--- src/rtl/output_port_buffer.sv ---
// Output port buffer: small first-word-fall-through FIFO between the datapath
// output-instruction execute step and an external consumer.
// Optional feature macro: OUTPUT_PORT_DROP_CNT_EN adds an 8-bit saturating
// count of dropped writes (drop_cnt), cleared by reset and flush.
module output_port_buffer #(
  parameter int d     = 16,
  parameter int DEPTH = 4
) (
  input  logic                           clk,
  input  logic                           reset,
  input  logic                           wr_en,
  input  logic [d-1:0]                   wr_data,
  input  logic                           flush,
  input  logic                           out_ready,
  output logic                           out_valid,
  output logic [d-1:0]                   out_data,
  output logic [$clog2(DEPTH+1)-1:0]     count,
  output logic                           full,
  output logic                           empty,
`ifdef OUTPUT_PORT_DROP_CNT_EN
  output logic                           overflow,
  output logic [7:0]                     drop_cnt
`else
  output logic                           overflow
`endif
);

  localparam int AW = (DEPTH > 1) ? $clog2(DEPTH) : 1;
  localparam int CW = $clog2(DEPTH+1);

  logic [d-1:0]  mem [DEPTH];
  logic [AW-1:0] wr_ptr;
  logic [AW-1:0] rd_ptr;
  logic          pop;
  logic          wr_acc;
  logic          drop;

  // Status flags and head word, all combinational from count and rd_ptr
  always_comb begin
    empty     = (count == '0);
    full      = (count == CW'(DEPTH));
    out_valid = ~empty;
    out_data  = mem[rd_ptr];
  end

  // Handshake decode: a full buffer can still accept when the head leaves
  always_comb begin
    pop    = out_valid & out_ready;
    wr_acc = wr_en & (~full | pop);
    drop   = wr_en & ~wr_acc;
  end

  // Storage write; no reset so the array keeps stale contents, which are
  // unreachable because the pointers restart at zero
  always_ff @(posedge clk) begin
    if (!reset && !flush && wr_acc) begin
      mem[wr_ptr] <= wr_data;
    end
  end

  // Pointers and occupancy
  always_ff @(posedge clk or posedge reset) begin
    if (reset) begin
      wr_ptr <= '0;
      rd_ptr <= '0;
      count  <= '0;
    end else if (flush) begin
      wr_ptr <= '0;
      rd_ptr <= '0;
      count  <= '0;
    end else begin
      if (wr_acc) wr_ptr <= wr_ptr + AW'(1);
      if (pop)    rd_ptr <= rd_ptr + AW'(1);
      case ({wr_acc, pop})
        2'b10:   count <= count + CW'(1);
        2'b01:   count <= count - CW'(1);
        default: count <= count;
      endcase
    end
  end

  // Sticky overflow flag, set by any dropped write
  always_ff @(posedge clk or posedge reset) begin
    if (reset) begin
      overflow <= 1'b0;
    end else if (flush) begin
      overflow <= 1'b0;
    end else if (drop) begin
      overflow <= 1'b1;
    end
  end

`ifdef OUTPUT_PORT_DROP_CNT_EN
  // Saturating dropped-write counter
  always_ff @(posedge clk or posedge reset) begin
    if (reset) begin
      drop_cnt <= 8'd0;
    end else if (flush) begin
      drop_cnt <= 8'd0;
    end else if (drop && drop_cnt != 8'hFF) begin
      drop_cnt <= drop_cnt + 8'd1;
    end
  end
`endif

endmodule

--- config.mk ---
export PLATFORM = sky130hd
export DESIGN_NAME = output_port_buffer
export DESIGN_NICKNAME = d
export VERILOG_FILES = /design/src/rtl/output_port_buffer.sv
export SDC_FILE = /design/constraint.sdc
export NUM_CORES = 1
export LEC_CHECK = 0
export ABC_AREA = 1
export BUFFER_PORTS_ARGS = -buffer_cell sky130_fd_sc_hd__clkbuf_2
export CAP_MARGIN = 5
export CORE_MARGIN = 4
export CORE_UTILIZATION = 25
export DETAILED_ROUTE_END_ITERATION = 6
export GPL_TIMING_DRIVEN = 0
export SLEW_MARGIN = 25
export SYNTH_ARGS = -nofsm -noshare
export SYNTH_HDL_FRONTEND = slang
export SYNTH_SLANG_ARGS = --single-unit
--- constraint.sdc ---
create_clock -name clk -period 2.7 [get_ports clk]
set_input_delay 0.81 -clock clk [delete_from_list [all_inputs] [get_ports clk]]
set_output_delay 0.81 -clock clk [all_outputs]
set_load 0.02 [all_outputs]
# Yosys cells after proc, flatten, opt, wreduce, memory -nomap -nowiden
# Memory sizes are Yosys's and may differ from the RTL's.
# Cells that the tools add are included.
[totals]
ramBits = 64
elab_cells = 38
output_inout_bits = 23
regBits = 8
memories = 1
[classes]
n_bitwise = 7
add_sub_neg = 4
eq_ne = 3
muxes = 10
reduce_logical = 9
[memory_table]
columns = ["memory", "words", "width", "rd", "rd_clocked_by_memory_dff", "wr", "line_no", "source"]
rows = [
  ["mem", 4, 16, 1, 0, 1, "31", "logic [d-1:0] mem [DEPTH];"],
]
[op_table]
columns = ["op", "n"]
rows = [
  ["2-to-1 mux 2 bit", 4],
  ["case mux 3 bit (2 select lines)", 1],
  ["nonzero test 2 bit", 3],
  ["adder 2 x 1 -> 2 bit (second input constant)", 2],
  ["2-to-1 mux 1 bit", 4],
  ["adder 3 x 1 -> 3 bit (second input constant)", 1],
  ["bitwise AND 1 bit", 3],
  ["equality test 3 bit (second input constant)", 1],
  ["zero test 3 bit", 1],
  ["2-to-1 mux 3 bit", 1],
  ["NOT 1 bit", 3],
  ["nonzero test 3 bit", 1],
  ["subtractor 3 x 1 -> 3 bit (second input constant)", 1],
  ["equality test 2 x 1 -> 1 bit (second input constant)", 1],
  ["equality test 2 bit (second input constant)", 1],
  ["logical AND 1 bit", 2],
  ["zero test 1 bit", 2],
  ["OR 1 bit", 1],
]

# Depth between registers and ports, before layout
[depth]
ltp_word = 9
ltp_mapped = 11

# Worst setup path after synthesis
# Ideal clock, no wire load.
[synth_timing]
path_type = "input port to flip-flop"
from = "input port reset"
to = "memory mem[0][0] (enable)"
path_stages = 3
t_required_ns = 2.311
setup_ns = 0.389
arrival_time_ns = 1.875
path_slack_ns = 0.436
path_cell_list = "inv_1 > nand3_2 > nor2_1"
[synth_between]
elab_chain_cells = 5
[synth_lines]
columns = ["element", "line_no", "source"]
rows = [
  ["start, declared", "10", "input logic reset,"],
  ["zero test 1 bit (no source line)", "--", ""],
  ["logical AND 1 bit (2 in a row)", "56", "if (!reset && !flush && wr_acc) begin"],
  ["2-to-1 mux 1 bit", "56", ""],
  ["2-to-1 mux 1 bit (not written as such)", "57", "mem[wr_ptr] <= wr_data;"],
  ["end, declared", "31", ""],
]
# Every way passes these cells.

# Worst setup path after layout
[layout_timing]
from = "register rd_ptr[1]"
to = "output port out_data[13]"
[layout_between]
elab_chain_cells = 1
[layout_lines]
columns = ["element", "line_no", "source"]
rows = [
  ["start, declared", "33", "logic [AW-1:0] rd_ptr;"],
  ["start signal, assigned", "73", "if (pop) rd_ptr <= rd_ptr + AW'(1);"],
  ["memory read (4 x 16 bit)", "--", ""],
  ["end, declared", "16", "output logic [d-1:0] out_data,"],
]
# Every way passes these cells.

==> metrics.md <==
| Metric | Value |
|---|---|
| Clock transition at path regs | `0.06 ns` |
| Worst setup path end | `out_data[13]` |
| Syn. warnings | `0` |
| First-pass GRT wire length | `9942 µm` |
| Max layer used | `met4` |
| Tot GR Track Use | `10.18%` |
| CTS max path bufs | `2` |
| CP endpoint kind | `output pin` |
| Syn Area/Cell | `13.01 µm²` |
| Combinational share of power | `26.3%` |
| Placeable Area | `11420 µm²` |
| Layout cells sized above 1 | `30.31%` |
| Drt first pass iters | `4` |
| Final setup violation count | `0` |
| EDFF count, synth | `64` |
| Clk sinks | `72` |
| Setup bufs post-CTS | `0` |
| CTS Hold Bufs | `0` |
| Mapped Area | `2928 µm²` |
| Total Wirelength | `6225 µm` |
| GRT overflow | `0` |
| WP data required | `1.89 ns` |
| Kind of critical path | `reg -> out` |
| Number of max-cap violations | `0` |
| Clock Power Share | `33.5%` |
| Layout area overhead | `25.09%` |
| Tightest Hold Check Type | `in -> async` |
| Met1 WL | `2742 µm` |
| Critical R2R Capture | `mem[0][8]` |
| Worst-Skew Late Latency | `0.33 ns` |
| Worst clock skew | `0.008199 ns` |
| DR iter-0 viols | `97` |
| Die area | `13510 µm²` |
| Status | `completed` |
| Internal power | `2250 µW` |
| # H-tree levels | `3` |
| Sequential cell fraction of total power | `40.2%` |
| Total Nets Final | `309` |
| Syn nets | `251` |
| Relative slew margins | `62.23%` |
| Fill count | `1145` |
| Setup slack, reg-to-reg | `0.70 ns` |
| R2R depth | `7` |
| Clk root buf | `clkbuf_16` |
| Antenna Cells | `0` |
| Hold slack | `0.4437 ns` |
| CP max FO | `10` |
| Post-DP Area | `3381 µm²` |
| Fin. Hold Viols | `0` |
| Reg2reg start | `count[0]` |
| Post-route antenna net violation count | `0` |
| DRC | `0` |
| Peak VDD IR | `543.1 µV` |
| P_sw | `1049 µW` |
| Seq/Total Area, Yosys | `72.48%` |
| Sw Ratio | `31.80%` |
| # port buffers | `43` |
| Post-synth ARST share | `11.11%` |
| CP Launch Type | `register` |
| Vias in the first global route | `1868` |
| Critical Path Source | `rd_ptr[1]` |
| CTS Buf Count | `9` |
| Max Transition Viols Final | `0` |
| Die X | `116.2 µm` |
| Io pins | `44` |
| Final min period | `2.518 ns` |
| Via-to-Cell Ratio | `4.312` |
| Number of gates resized after CTS | `1` |
| Max Fclk | `397.1 MHz` |
| Unrepaired setup endpoints after global routing | `no` |
| Initial antenna violation count | `0` |
| Post-Synthesis Cells | `225` |
| Post-synthesis cell type count | `23` |
| Drt wl/cell | `14.48 µm` |
| Final Cycle Share | `93.26%` |
| Met2 wire length | `3043 µm` |
| Final instance area | `3662 µm²` |
| Height of the die | `116.2 µm` |
| Vias | `1854` |
| Starting density of the core | `25.64%` |
| Routability cong. | `0.7570` |
| CTS tree | `yes` |
| Dpl hpwl | `4345 µm` |
| Slew at the pin with the worst max-slew slack | `0.5660 ns` |
| Pwr Total | `3299 µW` |
| Largest net degree at the start of global routing | `12` |
| DR WL met3 | `419 µm` |
| Row cnt | `39` |
| Ys flop type | `edfxtp_1` |
| Synthesized flop and latch total | `72` |
| PwrDens | `900.7 nW/µm²` |
| Critical path arrival | `1.71 ns` |
| Leakage | `0.001400 µW` |
-- layout make-up --
cell class / count / area, µm² / share of cell area (%)
Buffer: 10 / 52.55 / 1.435
Clock buffer: 11 / 232.7 / 6.355
Clock inverter: 4 / 46.29 / 1.264
Inverter: 18 / 67.56 / 1.845
Multi-Input combinational cell: 125 / 698.2 / 19.06
Sequential cell: 72 / 2122 / 57.94
Tap cell: 143 / 178.9 / 4.886
Timing Repair Buffer: 47 / 264.0 / 7.209
-- cells in the final DEF (no fill, tap or decap) --
cell type,netlist,final
nand3_2,5,5
buf_6,0,3
clkbuf_2,1,44
a21oi_1,2,2
dfrtp_1,8,8
inv_2,4,5
inv_1,14,13
nand2_4,2,2
clkbuf_16,0,9
bufinv_16,0,1
nor2_4,1,1
a21oi_2,1,1
nand3_1,5,5
nand4_1,2,2
clkbuf_1,0,2
nor2_2,0,4
o21ai_1,6,6
nor3_1,1,1
clkbuf_4,0,1
nor2_1,38,34
nand2_1,9,9
o22ai_1,16,16
o21ai_0,30,30
buf_8,0,1
o21a_1,1,1
clkinv_2,0,1
clkinv_1,0,1
buf_2,9,8
ha_1,4,4
fa_1,1,1
xnor2_1,1,1
clkinvlp_4,0,1
edfxtp_1,64,64
-- Yosys cell counts, types with 2 or more instances --
cell type | instances | area share, %
ha_1 | 4 | 1.7
a21oi_1 | 2 | 0.34
edfxtp_1 | 64 | 66
nand2_4 | 2 | 0.77
nor2_1 | 38 | 4.9
nand3_1 | 5 | 0.85
inv_1 | 14 | 1.8
nand4_1 | 2 | 0.43
inv_2 | 4 | 0.51
buf_2 | 9 | 1.5
nand3_2 | 5 | 1.7
dfrtp_1 | 8 | 6.8
nand2_1 | 9 | 1.2
o22ai_1 | 16 | 3.4
o21ai_0 | 30 | 5.1
o21ai_1 | 6 | 1.0
-- power by group through the flow --
stage	combinational (µW)	clock [µW]	sequential (µW)
floorplan	561	0	1360
global placement	872	0	1350
detailed placement	890	0	1350
CTS	891	1130	1330
global route	972	1190	1330
finish	869	1100	1330
-- how the worst min path moves through the flow --
stage / endpoint / startpoint / depth (start not counted) / slack [ns]
floorplan: wr_ptr[1] / wr_ptr[1] / 2 / 0.56
global placement: overflow / overflow / 1 / 0.49
detailed placement: overflow / overflow / 1 / 0.50
CTS: rd_ptr[1] / reset / 2 / 0.46
global route: rd_ptr[1] / reset / 2 / 0.48
finish: rd_ptr[1] / reset / 2 / 0.44
-- sequential cells by signal, summed over array words and instances, names as in the netlist --
name      count
overflow      1
count         3
rd_ptr        2
mem          64
wr_ptr        2
-- per-stage QoR --
stage	worst slack, ns	cells	setup TNS, ns	util, %
after floorplan	0.4363	225	0	-
final	0.1820	430	0	32.07
after global routing	0.0007421	430	0	32.07
after CTS	0.08467	430	0	32.05
after detailed placement	0.1916	415	0	29.61
after global placement	-0.3616	411	-21.12	29.09
-- per-layer routing --
| metal | global-route usage, % | up-vias |
|---|---|---|
| met1 | 12.13 | 869 |
| met4 | 3.248 | 0 |
| met2 | 16.29 | 46 |
| met5 | 0 | - |
| li1 | - | 934 |
| met3 | 4.870 | 5 |
-- critical path, stage by stage, from the launching register on --
cell      delay, ns
dfrtp_1        0.47
inv_2          0.19
clkbuf_4       0.23
o21ai_0        0.10
o22ai_1        0.17
clkbuf_2       0.21
-- cells by family (layout without fill, tap and decap cells) --
group	after synthesis	after routing	synth area share [%]
flip-flops	72	72	72.48
AO/OA/AOI/OAI	56	56	10.47
buffers and inverters	28	90	4.017
AND/OR/NAND/NOR	63	63	10.34
adder cells (fa/ha/maj)	5	5	2.393
XOR/XNOR	1	1	0.2992
No activity file was read; power rests on OpenSTA's default activity.
